<file path="src/rtl/viterbi_pkg.sv">
// Shared definitions for the 4-state (K=3, rate 1/2) hard-decision Viterbi datapath:
// trellis predecessor table, default widths and the minimum-PM selector.
package viterbi_pkg;

  localparam int NUM_STATES   = 4;
  localparam int PM_W_DEF     = 6;
  localparam int INIT_PEN_DEF = 16;
  localparam int PM_MAX_W     = 16;

  typedef logic [PM_MAX_W-1:0] pm_t;
  typedef logic [1:0]          state_t;

  // State s is entered from {s[0],0} (even predecessor) or {s[0],1} (odd predecessor).
  localparam logic [NUM_STATES-1:0][1:0] P0_TAB = {2'd2, 2'd0, 2'd2, 2'd0};
  localparam logic [NUM_STATES-1:0][1:0] P1_TAB = {2'd3, 2'd1, 2'd3, 2'd1};

  // Index of the smallest metric; strict compare keeps the lowest index on ties.
  function automatic state_t pm_argmin(input pm_t [NUM_STATES-1:0] pm);
    state_t idx;
    pm_t    best;
    idx  = '0;
    best = pm[0];
    for (int s = 1; s < NUM_STATES; s++) begin
      if (pm[s] < best) begin
        best = pm[s];
        idx  = state_t'(s);
      end
    end
    return idx;
  endfunction

endpackage

</file>
<file path="src/rtl/acs_node.sv">
// One add-compare-select cell: extends both candidates by a bit so the sum never wraps,
// and picks the even predecessor unless the odd one is strictly better.
module acs_node
  import viterbi_pkg::*;
#(
  parameter int PM_W = PM_W_DEF
) (
  input  logic [PM_W-1:0] pm0_i,
  input  logic [PM_W-1:0] pm1_i,
  input  logic [1:0]      bm0_i,
  input  logic [1:0]      bm1_i,
  output logic [PM_W:0]   pm_o,
  output logic            dec_o
);

  logic [PM_W:0] cand0, cand1;

  assign cand0 = {1'b0, pm0_i} + {{(PM_W-1){1'b0}}, bm0_i};
  assign cand1 = {1'b0, pm1_i} + {{(PM_W-1){1'b0}}, bm1_i};
  assign dec_o = (cand1 < cand0);
  assign pm_o  = dec_o ? cand1 : cand0;

endmodule

</file>
<file path="src/rtl/acs_unit.sv">
// Add-compare-select stage: four ACS cells feeding registered path metrics with
// common-offset normalization, best-state tracking and a saturating symbol counter.
module acs_unit
  import viterbi_pkg::*;
#(
  parameter int PM_W     = PM_W_DEF,
  parameter int INIT_PEN = INIT_PEN_DEF,
  parameter int CNT_W    = 10
) (
  input  logic             clk_i,
  input  logic             rst_i,
  input  logic             init_i,
  input  logic             bm_valid_i,
  input  logic [1:0]       bm_s0_s0_i,
  input  logic [1:0]       bm_s0_s2_i,
  input  logic [1:0]       bm_s1_s0_i,
  input  logic [1:0]       bm_s1_s2_i,
  input  logic [1:0]       bm_s2_s1_i,
  input  logic [1:0]       bm_s2_s3_i,
  input  logic [1:0]       bm_s3_s1_i,
  input  logic [1:0]       bm_s3_s3_i,
  output logic             dec_valid_o,
  output logic [3:0]       dec_o,
  output logic [PM_W-1:0]  pm_s0_o,
  output logic [PM_W-1:0]  pm_s1_o,
  output logic [PM_W-1:0]  pm_s2_o,
  output logic [PM_W-1:0]  pm_s3_o,
  output logic [1:0]       best_state_o,
  output logic             norm_o,
  output logic [CNT_W-1:0] sym_cnt_o
);

  localparam logic [PM_W-1:0] PEN  = PM_W'(INIT_PEN);
  localparam logic [PM_W:0]   HALF = (PM_W+1)'(1) << (PM_W-1);

  logic [NUM_STATES-1:0][PM_W-1:0] pm_q, pm_d;
  logic [NUM_STATES-1:0][PM_W:0]   acs_pm, norm_pm;
  logic [NUM_STATES-1:0][1:0]      bm0, bm1;
  logic [NUM_STATES-1:0]           acs_dec, dec_q;
  pm_t  [NUM_STATES-1:0]           pm_ext;
  logic [1:0]                      best_q, best_d;
  logic                            dec_valid_q, norm_q, norm_en;
  logic [CNT_W-1:0]                cnt_q, cnt_d;

  // Branch metric into each state from its even (bm0) and odd (bm1) predecessor.
  assign bm0 = {bm_s2_s3_i, bm_s0_s2_i, bm_s2_s1_i, bm_s0_s0_i};
  assign bm1 = {bm_s3_s3_i, bm_s1_s2_i, bm_s3_s1_i, bm_s1_s0_i};

  for (genvar s = 0; s < NUM_STATES; s++) begin : g_acs
    acs_node #(.PM_W(PM_W)) u_node (
      .pm0_i (pm_q[P0_TAB[s]]),
      .pm1_i (pm_q[P1_TAB[s]]),
      .bm0_i (bm0[s]),
      .bm1_i (bm1[s]),
      .pm_o  (acs_pm[s]),
      .dec_o (acs_dec[s])
    );
  end

  always_comb begin
    norm_en = 1'b1;
    norm_pm = '0;
    pm_d    = '0;
    pm_ext  = '0;
    for (int s = 0; s < NUM_STATES; s++) norm_en = norm_en & acs_pm[s][PM_W-1];
    for (int s = 0; s < NUM_STATES; s++) begin
      norm_pm[s] = acs_pm[s] - (norm_en ? HALF : '0);
      pm_d[s]    = norm_pm[s][PM_W] ? {PM_W{1'b1}} : norm_pm[s][PM_W-1:0];
      pm_ext[s]  = pm_t'(pm_d[s]);
    end
    best_d = pm_argmin(pm_ext);
    cnt_d  = (cnt_q == {CNT_W{1'b1}}) ? cnt_q : cnt_q + CNT_W'(1);
  end

  // init_i reloads exactly like reset and swallows any symbol offered alongside it.
  always_ff @(posedge clk_i) begin
    if (rst_i || init_i) begin
      pm_q        <= {PEN, PEN, PEN, {PM_W{1'b0}}};
      dec_q       <= '0;
      dec_valid_q <= 1'b0;
      best_q      <= '0;
      norm_q      <= 1'b0;
      cnt_q       <= '0;
    end else begin
      dec_valid_q <= bm_valid_i;
      norm_q      <= bm_valid_i & norm_en;
      if (bm_valid_i) begin
        pm_q   <= pm_d;
        dec_q  <= acs_dec;
        best_q <= best_d;
        cnt_q  <= cnt_d;
      end
    end
  end

  assign dec_valid_o  = dec_valid_q;
  assign dec_o        = dec_q;
  assign pm_s0_o      = pm_q[0];
  assign pm_s1_o      = pm_q[1];
  assign pm_s2_o      = pm_q[2];
  assign pm_s3_o      = pm_q[3];
  assign best_state_o = best_q;
  assign norm_o       = norm_q;
  assign sym_cnt_o    = cnt_q;

endmodule

</file>
<file path="config.mk">
export PLATFORM = sky130hd
export DESIGN_NAME = acs_unit
export DESIGN_NICKNAME = d
export VERILOG_FILES = /design/src/rtl/viterbi_pkg.sv /design/src/rtl/acs_node.sv /design/src/rtl/acs_unit.sv
export SDC_FILE = /design/constraint.sdc
export NUM_CORES = 1
export LEC_CHECK = 0
export CAP_MARGIN = 10
export CORE_MARGIN = 2
export CORE_UTILIZATION = 58
export CTS_BUF_LIST = sky130_fd_sc_hd__clkbuf_8
export DETAILED_ROUTE_END_ITERATION = 10
export PLACE_DENSITY = 0.9
export SETUP_SLACK_MARGIN = 0.2
export SLEW_MARGIN = 20
export SYNTH_ARGS = -nofsm -noshare
export SYNTH_HDL_FRONTEND = slang
export SYNTH_HIERARCHICAL = 1
export SYNTH_SLANG_ARGS = --single-unit
</file>
<file path="constraint.sdc">
create_clock -name clk_i -period 15.8 [get_ports clk_i]
set_input_delay 3.95 -clock clk_i [delete_from_list [all_inputs] [get_ports clk_i]]
set_output_delay 3.95 -clock clk_i [all_outputs]
set_load 0.02 [all_outputs]
</file>
==> run summary, run 1 <==
### Pwr
- part of the power in the clock network: 19.6%
- sequential share of power: 30.6%
- leakage power of the design: 0.00229 uW
- power spent charging and discharging nets: 148 uW
- P_int: 233 uW
- Power per Cell Area: 73.2 nW/um^2
- power share of the combinational group: 49.7%
- fraction of power spent switching nets: 38.9%
- worst vdd rail ir drop: 0.0600 mV

### Clock network
- number of hold buffers added after CTS: 0
- count of instances resized after the clock tree is built: 0
- clock-pin slew on the worst setup and hold paths: 0.09 ns
- TritonCTS clock tree: built
- Max clock buf depth: 2
- clk root buf: sky130_fd_sc_hd__clkbuf_8
- Skew-Pair Late Insertion Delay: 0.30 ns
- H-Tree Level Count: 2
- Post-CTS Setup Bufs: 0
- number of CTS-inserted buffers: 5
- Num Clock Sinks: 42

### Worst setup path
- Worst Path Arrival: 12.59 ns
- Critical Path Max Stage Delay: 0.66 ns
- Worst path top cell family by delay: compound AO/OA/AOI/OAI gates
- Max stage delay cell, worst path: sky130_fd_sc_hd__a2111oi_0
- Reg-to-Reg Start: pm_s1_o[0]
- category of the critical setup timing path: primary input to flip-flop
- kind of launch point of the worst setup path: primary input
- data required time of the worst path: 15.98 ns
- Worst Setup End Kind: flip-flop
- launching element of the worst setup path: bm_s1_s0_i[0]
- biggest fanout along the worst timing path: 10
- CP bufs+invs: 5
- most repeated library cell on the critical path: sky130_fd_sc_hd__ha_1

### Final layout
- multi-input combinational cell area: 3270 sq um
- utilization of the core after routing: 71.0%
- net count reported at finish: 671
- area of all placed cells without fillers: 5200 sq um
- FILL cells: 564
- most common library cell in the layout ignoring fill and taps: sky130_fd_sc_hd__nor2_1
- non-filler instance count after layout: 685
- Synth-to-Final Area Change: 17.8%
- commonest cells after routing, fill and taps aside: sky130_fd_sc_hd__nor2_1, sky130_fd_sc_hd__inv_1, sky130_fd_sc_hd__clkdlybuf4s50_1
- fraction of layout cells with a size suffix above 1: 7.51%
- area taken by flip-flops and latches: 841 sq um
- number of antenna repair diodes: 0

### Min path
- Hold Crit Class: flip-flop to flip-flop
- worst min-delay path startpoint: dec_o[3]

### Global routing
- global-route wire length before repair: 19.5 mm
- vias in the first global route: 4,212
- Total GRT Usage: 28.5%
- GRT Residual Overflow: 0
- maximum number of pins on one net before global-route repair: 56
- antenna violations before repair: 0

### STA
- clock period minus worst slack: 12.41 ns
- Worst-Margin Slew: 1.03 ns
- worst hold-check slack: 0.509 ns
- Setup TNS: 0 ns
- count of final max-slew check failures: 0
- worst setup skew after layout: 0.0106 ns
- f_max: 80.6 MHz
- Final Hold Fails: 0
- RSZ-0062 raised after global routing: no
- Setup-failing EPs final: 0
- relative slew slack: 31.4%
- final worst-path cycle share: 78.6%

### Synthesis
- flip-flop and latch count after synthesis: 42
- Synth area leaders: sky130_fd_sc_hd__dfxtp_1, sky130_fd_sc_hd__ha_1, sky130_fd_sc_hd__mux2i_1
- area of the mapped netlist: 4420 sq um
- Mean Syn Cell Area: 8.38 sq um
- synthesis warning total: 6
- syn nets: 613
- number of cells produced by synthesis: 527
- Main synth FF type: sky130_fd_sc_hd__dfxtp_1
- fraction of the yosys area taken by sequential cells: 19.0%
- count of unique library cells instantiated by Yosys: 54
- share of the synthesized area in the top cell type: 19.0%
- dominant cell type by area after synthesis: sky130_fd_sc_hd__dfxtp_1
- number of enable flip-flop cells after synthesis: 0
- async set or reset register ratio after synthesis: 0%

### Detailed routing
- DRC violation total after the first TritonRoute iteration: 230
- detailed-route vias per instance: 5.83
- Final Routed Wirelength: 11.4 mm
- drt wl/cell: 16.7 microns
- Final ANT Viol Nets: 0
- count of TritonRoute iterations in the first routing pass: 5
- vias post-DR: 3,994
- post-detailed-route DRC marker count: 0

### Floorplan
- die height: 91.3 microns
- number of primary I/O pins: 62
- Starting Density: 60.2%
- number of core rows: 31
- width of the chip: 91.3 microns
- core outline area: 7330 sq um
- Die ar.: 8330 sq um

### Placement
- half-perimeter wire length after detailed placement: 9.15 mm
- number of placed instances, taps included: 677
- placed standard-cell area: 5110 sq um
- final weighted congestion of routability-driven global placement: 0.974
- quantity of I/O buffers inserted on ports: 61

### Outcome
- result of the run: finished clean

### Job
- max-capacitance violation count: 0

## registers in the layout (all words and copies together), names as in the netlist
name and cells:
sym_cnt_o 10, pm_s0_o 6, pm_s1_o 6, pm_s2_o 6, pm_s3_o 6, dec_o 4
best_state_o 2, dec_valid_o 1, norm_o 1
## kinds of logic (layout without fill, tap and decap cells)
| kind of cell | Yosys count | after routing | share of synthesized area (%) |
|---|---|---|---|
| compound gates | 81 | 81 | 14.4 |
| buf+inv | 79 | 138 | 6.94 |
| xor+xnor | 44 | 44 | 9.32 |
| flops | 42 | 42 | 19.0 |
| mux | 46 | 46 | 11.7 |
| simple gates | 169 | 169 | 18.5 |
| fa+ha+maj | 66 | 66 | 20.1 |
## metrics by stage
step | setup slack [ns] | power (uW)
floorplan | 4.73 | 258
global placement | 3.58 | 296
detailed placement | 3.25 | 305
CTS | 3.51 | 380
global route | 2.78 | 404
finish | 3.39 | 381
## final timing paths
path | end | slack [ns] | cells after the start
worst max-delay path | best_state_o[1] | 3.39 | 36
worst max register to register | best_state_o[1] | 6.95 | 35
worst min register to register | dec_o[3] | 0.51 | 2
worst min-delay path | dec_o[3] | 0.51 | 2
## cells in the mapped netlist (all sizes together), types with 2 or more instances
cell	instances
and4	4
nor3b	4
o21ai	11
mux2	16
fa	8
a31oi	6
a21o	11
nand3	14
clkbuf	8
nor4b	2
buf	2
nand3b	4
and2	2
a21oi	18
nor2b	8
and3	5
a311oi	3
nor3	2
nor2	69
nand2b	7
xnor2	19
or2	5
mux2i	30
o21a	2
xor2	25
nand4	9
or3	3
nand2	31
o211ai	2
ha	58
dfxtp	42
inv	69
a211oi	18
## layout make-up
cell class | count | share of cell area [%]
clock buffer | 6 | 1.59
clock inverter | 2 | 0.241
inverter | 69 | 5.17
multi-input combinational | 406 | 62.8
sequential | 42 | 16.2
tap | 99 | 2.38
timing repair buffer | 61 | 11.6
## worst min-delay path, delay by kind of cell, from the launching register on
kind | cells | cell delay [ns]
flops | 1 | 0.34
mux | 1 | 0.07
simple gates | 1 | 0.07
## routing by layer
layer | GRT usage, % | vias up | wire length [microns]
met4 | 6.31 | 0 | 197
met3 | 4.32 | 14 | 685
met1 | 35.4 | 1900 | 4760
met5 | 0 | - | 0
li1 | - | 1932 | -
met2 | 51.9 | 148 | 5770
## power groups by stage
stage               sequential (uW)  clock, uW  combinational, uW
floorplan                       121          0                137
global placement                119          0                178
detailed placement              119          0                186
CTS                             116       75.7                187
global route                    117       79.3                207
finish                          117       74.8                189
(Power assumes the default switching activity.)
==> run 2: changes to the inputs <==
- clock period: 15.8 -> 11.56 ns (I/O delays scaled with it)
==> run summary, run 2 (synthesis results as in run 1) <==
### Outcome
- result of the run: finished clean, unchanged

### Worst setup path
- category of the critical setup timing path: primary input to flip-flop, unchanged
- Critical Path Max Stage Delay: 0.48 ns, was 0.66 ns
- data required time of the worst path: 11.73 ns, was 15.98 ns
- most repeated library cell on the critical path: sky130_fd_sc_hd__ha_1, unchanged
- launching element of the worst setup path: bm_s1_s0_i[0], unchanged
- Reg-to-Reg Start: pm_s1_o[0], unchanged
- Worst Setup End Kind: flip-flop, unchanged
- setup slack on the worst flop-to-flop path: 3.12 ns, was 6.95 ns
- kind of launch point of the worst setup path: primary input, unchanged
- biggest fanout along the worst timing path: 8, was 10
- Worst path top cell family by delay: compound AO/OA/AOI/OAI gates, unchanged
- Worst Path Arrival: 11.13 ns, was 12.59 ns
- CP bufs+invs: 5, unchanged
- Max stage delay cell, worst path: sky130_fd_sc_hd__a2111oi_2, was sky130_fd_sc_hd__a2111oi_0

### Pwr
- part of the power in the clock network: 18.6%, was 19.6%
- power share of the combinational group: 50.6%, was 49.7%
- power spent charging and discharging nets: 202 uW, was 148 uW
- sequential share of power: 30.9%, was 30.6%
- leakage power of the design: 0.00229 uW, about the same
- Power per Cell Area: 98.8 nW/um^2, was 73.2 nW/um^2
- fraction of power spent switching nets: 39.2%, was 38.9%
- worst vdd rail ir drop: 0.0795 mV, was 0.0600 mV
- P_int: 313 uW, was 233 uW

### Global routing
- vias in the first global route: 4,006, was 4,212
- GRT Residual Overflow: 0, unchanged
- antenna violations before repair: 0, unchanged
- Total GRT Usage: 27.8%, was 28.5%
- global-route wire length before repair: 19.0 mm, was 19.5 mm
- maximum number of pins on one net before global-route repair: 56, unchanged

### Clock network
- clk root buf: sky130_fd_sc_hd__clkbuf_8, unchanged
- clock-pin slew on the worst setup and hold paths: 0.09 ns, about the same
- number of CTS-inserted buffers: 5, unchanged
- Max clock buf depth: 2, unchanged
- Num Clock Sinks: 42, unchanged
- Skew-Pair Late Insertion Delay: 0.30 ns, about the same
- TritonCTS clock tree: built, unchanged
- H-Tree Level Count: 2, unchanged

### Final layout
- Synth-to-Final Area Change: 18.2%, was 17.8%
- net count reported at finish: 672, was 671
- commonest cells after routing, fill and taps aside: sky130_fd_sc_hd__nor2_1, sky130_fd_sc_hd__inv_1, sky130_fd_sc_hd__clkdlybuf4s50_1, unchanged
- fraction of layout cells with a size suffix above 1: 8.35%, was 7.51%
- max reg flops: 10, unchanged
- utilization of the core after routing: 71.2%, was 71.0%
- area of all placed cells without fillers: 5220 sq um, was 5200 sq um
- most common library cell in the layout ignoring fill and taps: sky130_fd_sc_hd__nor2_1, unchanged
- number of antenna repair diodes: 0, unchanged

### STA
- f_max: 91.3 MHz
- relative slew slack: 31.1%, was 31.4%
- Setup TNS: 0 ns, unchanged
- Final Hold Fails: 0, unchanged
- RSZ-0062 raised after global routing: no, unchanged
- worst setup skew after layout: 0.0132 ns, was 0.0106 ns
- final worst-path cycle share: 94.8%
- Worst-Margin Slew: 1.03 ns, about the same
- clock period minus worst slack: 10.95 ns
- count of final max-slew check failures: 0, unchanged
- Setup-failing EPs final: 0, unchanged
- final setup slack of the worst path: 0.606 ns, was 3.39 ns

### Detailed routing
- Final ANT Viol Nets: 0, unchanged
- detailed-route vias per instance: 5.80, was 5.83
- post-detailed-route DRC marker count: 0, unchanged
- vias post-DR: 3,980, was 3,994
- drt wl/cell: 16.5 microns, was 16.7 microns
- count of TritonRoute iterations in the first routing pass: 6, was 5
- DRC violation total after the first TritonRoute iteration: 212, was 230
- Final Routed Wirelength: 11.3 mm, was 11.4 mm

### Placement
- final weighted congestion of routability-driven global placement: 0.993, was 0.974
- quantity of I/O buffers inserted on ports: 61, unchanged
- DP Worst Slack: 0.0139 ns, was 3.25 ns
- placed standard-cell area: 5110 sq um, unchanged
- half-perimeter wire length after detailed placement: 8.99 mm, was 9.15 mm

### Min path
- Hold Crit Class: flip-flop to flip-flop, unchanged
- worst min-delay path startpoint: sym_cnt_o[5], was dec_o[3]

### Floorplan
- number of core rows: 31, unchanged
- core outline area: 7330 sq um, unchanged
- Starting Density: 60.2%, unchanged
- die height: 91.3 microns, unchanged
- Die ar.: 8330 sq um, unchanged
- width of the chip: 91.3 microns, unchanged
- number of primary I/O pins: 62, unchanged

### Job
- max-capacitance violation count: 0, unchanged

==> run 2: worst register-to-register path, delay by kind of cell, from the launching register on <==
| kind | cells | cell delay (ns) |
|---|---|---|
| AOI/OAI and AO/OA | 9 | 2.19 |
| xor gates and xnor gates | 2 | 0.36 |
| adders and majority gates | 7 | 2.16 |
| buffers and inverters | 4 | 0.34 |
| DFF | 1 | 0.49 |
| muxes | 3 | 0.98 |
| and+or+nand+nor | 10 | 1.80 |
==> run 2: through the flow <==
step	power (uW)	hold WS (ns)	cells
floorplan	353	0.566	527
global placement	405	0.477	677
detailed placement	415	0.494	677
CTS	511	0.509	685
global route	546	0.533	686
finish	516	0.510	686
==> run 2: final timing paths <==
kind | endpoint | depth (start not counted)
max | best_state_o[0] | 36
min | sym_cnt_o[5] | 2
max reg2reg | best_state_o[0] | 35
min reg2reg | sym_cnt_o[5] | 2
==> run 2: area by class of cell <==
class                      count  area [sq um]
sequential                    42           841
tap                           99           124
inverter                      69           269
clock inverter                 3          18.8
fill                         563          2110
clock buffer                   5          68.8
multi-input combinational    406          3280
timing repair buffer          62           613
==> run 2: what timing repair did <==
| item | in CTS | in global routing |
|---|---|---|
| gates resized for setup | 0 | 4 |
| endpoints found under the setup margin | 0 | 2 |
| buffers inserted | 0 | 1 |
| hold buffers | 0 | 0 |
==> run 2: metal layers <==
metal | wire length (microns) | GRT usage, % | part of all wire, %
met1 | 5040 | 36.4 | 45
met2 | 5570 | 48.8 | 49
met3 | 492 | 2.90 | 4.4
met4 | 182 | 6.82 | 1.6
met5 | 0 | 0 | 0
==> run 2: power groups by stage <==
stage                     logic, uW  registers [uW]  clock network [uW]
after floorplan                 187             166                   0
after global placement          242             162                   0
after detailed placement        252             162                   0
after CTS                       254             159                97.6
after global routing            283             160                 103
final                           261             159                95.7
==> run 3: changes to the inputs <==
- clock period: 11.56 -> 13.3 ns (I/O delays scaled with it)
==> run summary, run 3 (synthesis results as in run 1) <==
### Clock network
- clock-pin slew on the worst setup and hold paths: 0.08 ns, was 0.09 ns
- H-Tree Level Count: 2, unchanged
- Skew-Pair Late Insertion Delay: 0.30 ns, about the same
- count of instances resized after the clock tree is built: 0, unchanged
- number of CTS-inserted buffers: 5, unchanged
- Max clock buf depth: 2, unchanged
- TritonCTS clock tree: built, unchanged
- number of hold buffers added after CTS: 0, unchanged
- Num Clock Sinks: 42, unchanged
- Post-CTS Setup Bufs: 0, unchanged
- clk root buf: sky130_fd_sc_hd__clkbuf_8, unchanged

### Final layout
- commonest cells after routing, fill and taps aside: sky130_fd_sc_hd__nor2_1, sky130_fd_sc_hd__inv_1, sky130_fd_sc_hd__clkdlybuf4s50_1, unchanged
- Synth-to-Final Area Change: 17.8%, was 18.2%
- most common library cell in the layout ignoring fill and taps: sky130_fd_sc_hd__nor2_1, unchanged
- non-filler instance count after layout: 685, was 686
- max reg flops: 10, unchanged
- net count reported at finish: 671, was 672
- fraction of layout cells with a size suffix above 1: 7.68%, was 8.35%
- number of antenna repair diodes: 0, unchanged

### Worst setup path
- category of the critical setup timing path: primary input to flip-flop, unchanged
- kind of launch point of the worst setup path: primary input, unchanged
- most repeated library cell on the critical path: sky130_fd_sc_hd__ha_1, unchanged
- Worst path top cell family by delay: compound AO/OA/AOI/OAI gates, unchanged
- critical register-to-register path endpoint: best_state_o[1], was best_state_o[0]
- Critical Path Max Stage Delay: 0.64 ns, was 0.48 ns
- Worst Setup End Kind: flip-flop, unchanged
- biggest fanout along the worst timing path: 10, was 8
- CP bufs+invs: 5, unchanged
- data required time of the worst path: 13.48 ns, was 11.73 ns
- Reg-to-Reg Start: pm_s1_o[0], unchanged
- Worst Path Arrival: 11.99 ns, was 11.13 ns
- FF-to-FF path depth: 36, was 35
- Max stage delay cell, worst path: sky130_fd_sc_hd__a2111oi_0, was sky130_fd_sc_hd__a2111oi_2
- setup slack on the worst flop-to-flop path: 4.46 ns, was 3.12 ns

### Detailed routing
- count of TritonRoute iterations in the first routing pass: 5, was 6
- drt wl/cell: 16.5 microns, about the same
- detailed-route vias per instance: 5.76, was 5.80
- DRC violation total after the first TritonRoute iteration: 195, was 212
- vias post-DR: 3,949, was 3,980
- post-detailed-route DRC marker count: 0, unchanged
- Final ANT Viol Nets: 0, unchanged
- Final Routed Wirelength: 11.3 mm, about the same

### Placement
- final weighted congestion of routability-driven global placement: 0.998, was 0.993
- half-perimeter wire length after detailed placement: 8.97 mm, was 8.99 mm
- number of placed instances, taps included: 677, unchanged
- quantity of I/O buffers inserted on ports: 61, unchanged
- DP Worst Slack: 1.30 ns, was 0.0139 ns

### Floorplan
- Die ar.: 8330 sq um, unchanged
- number of core rows: 31, unchanged
- die height: 91.3 microns, unchanged
- core outline area: 7330 sq um, unchanged
- Starting Density: 60.2%, unchanged
- number of primary I/O pins: 62, unchanged
- width of the chip: 91.3 microns, unchanged

### Outcome
- result of the run: finished clean, unchanged

### Global routing
- global-route wire length before repair: 18.7 mm, was 19.0 mm
- maximum number of pins on one net before global-route repair: 56, unchanged
- Total GRT Usage: 27.7%, was 27.8%
- vias in the first global route: 4,016, was 4,006
- antenna violations before repair: 0, unchanged
- GRT Residual Overflow: 0, unchanged

### STA
- Final Hold Fails: 0, unchanged
- clock period minus worst slack: 11.80 ns
- count of final max-slew check failures: 0, unchanged
- worst setup skew after layout: 0.00553 ns, was 0.0132 ns
- RSZ-0062 raised after global routing: no, unchanged
- Setup-failing EPs final: 0, unchanged
- relative slew slack: 30.3%, was 31.1%
- final worst-path cycle share: 88.8%
- Worst-Margin Slew: 1.05 ns, was 1.03 ns
- final setup slack of the worst path: 1.50 ns, was 0.606 ns
- Setup TNS: 0 ns, unchanged
- f_max: 84.7 MHz

### Min path
- Hold Crit Class: flip-flop to flip-flop, unchanged
- WHS Endpoint: dec_o[2], was sym_cnt_o[5]
- Min-Delay Path Depth: 2, unchanged
- worst min-delay path startpoint: dec_o[2], was sym_cnt_o[5]

### Job
- max-capacitance violation count: 0, unchanged

### Pwr
- leakage power of the design: 0.00228 uW, was 0.00229 uW
- Power per Cell Area: 87.0 nW/um^2, was 98.8 nW/um^2
- worst vdd rail ir drop: 0.0704 mV, was 0.0795 mV
- Power Total: 453 uW, was 516 uW

run 3: how the worst max path moves through the flow:
stage | startpoint | cells past startpoint | to | slack [ns]
after floorplan | bm_s3_s1_i[0] | 37 | best_state_o[1] | 2.86
after global placement | bm_s1_s0_i[0] | 38 | best_state_o[0] | 1.68
after global routing | bm_s0_s0_i[0] | 37 | best_state_o[0] | 0.85
after CTS | bm_s1_s0_i[0] | 39 | best_state_o[1] | 1.60
after detailed placement | bm_s1_s0_i[0] | 38 | best_state_o[1] | 1.30
final | bm_s1_s0_i[0] | 37 | best_state_o[1] | 1.50
run 3: per-layer routing:
metal	wire length (microns)	vias to the layer above	global-route usage [%]	part of all wire, %
li1	-	1940	-	-
met1	4800	1834	34.6	42
met2	5510	144	48.3	49
met3	670	31	4.73	5.9
met4	320	0	8.96	2.8
met5	0	-	0	0
run 3: per-stage QoR:
| stage | hold WS (ns) | utilization, % | instance area [sq um] |
|---|---|---|---|
| 3_3_place_gp | 0.477 | 69.7 | 5110 |
| 4_1_cts | 0.510 | 71.0 | 5200 |
| 6_report | 0.510 | 71.0 | 5200 |
| 5_1_grt | 0.547 | 71.0 | 5200 |
| 3_5_place_dp | 0.496 | 69.7 | 5110 |
| 2_1_floorplan | 0.566 | - | 4420 |
run 3: cell type report:
type                       instances  area, sq um
tap                               99          124
clock buffer                       6         82.6
sequential                        42          841
inverter                          69          269
timing repair buffer              61          606
fill                             564         2130
multi-input combinational        406         3270
clock inverter                     2         12.5
run 3: power by group:
group | internal (uW) | switching (uW) | total [uW]
Sequential | 130 | 8.01 | 138
Clock | 41.8 | 48.4 | 90.3
Combinational | 104 | 120 | 224
Total | 276 | 176 | 453
run 3: tightest hold or removal path: stages (launching register included):
cell and delay (ns):
sky130_fd_sc_hd__dfxtp_1 0.34, sky130_fd_sc_hd__mux2i_1 0.07, sky130_fd_sc_hd__nor2_1 0.07
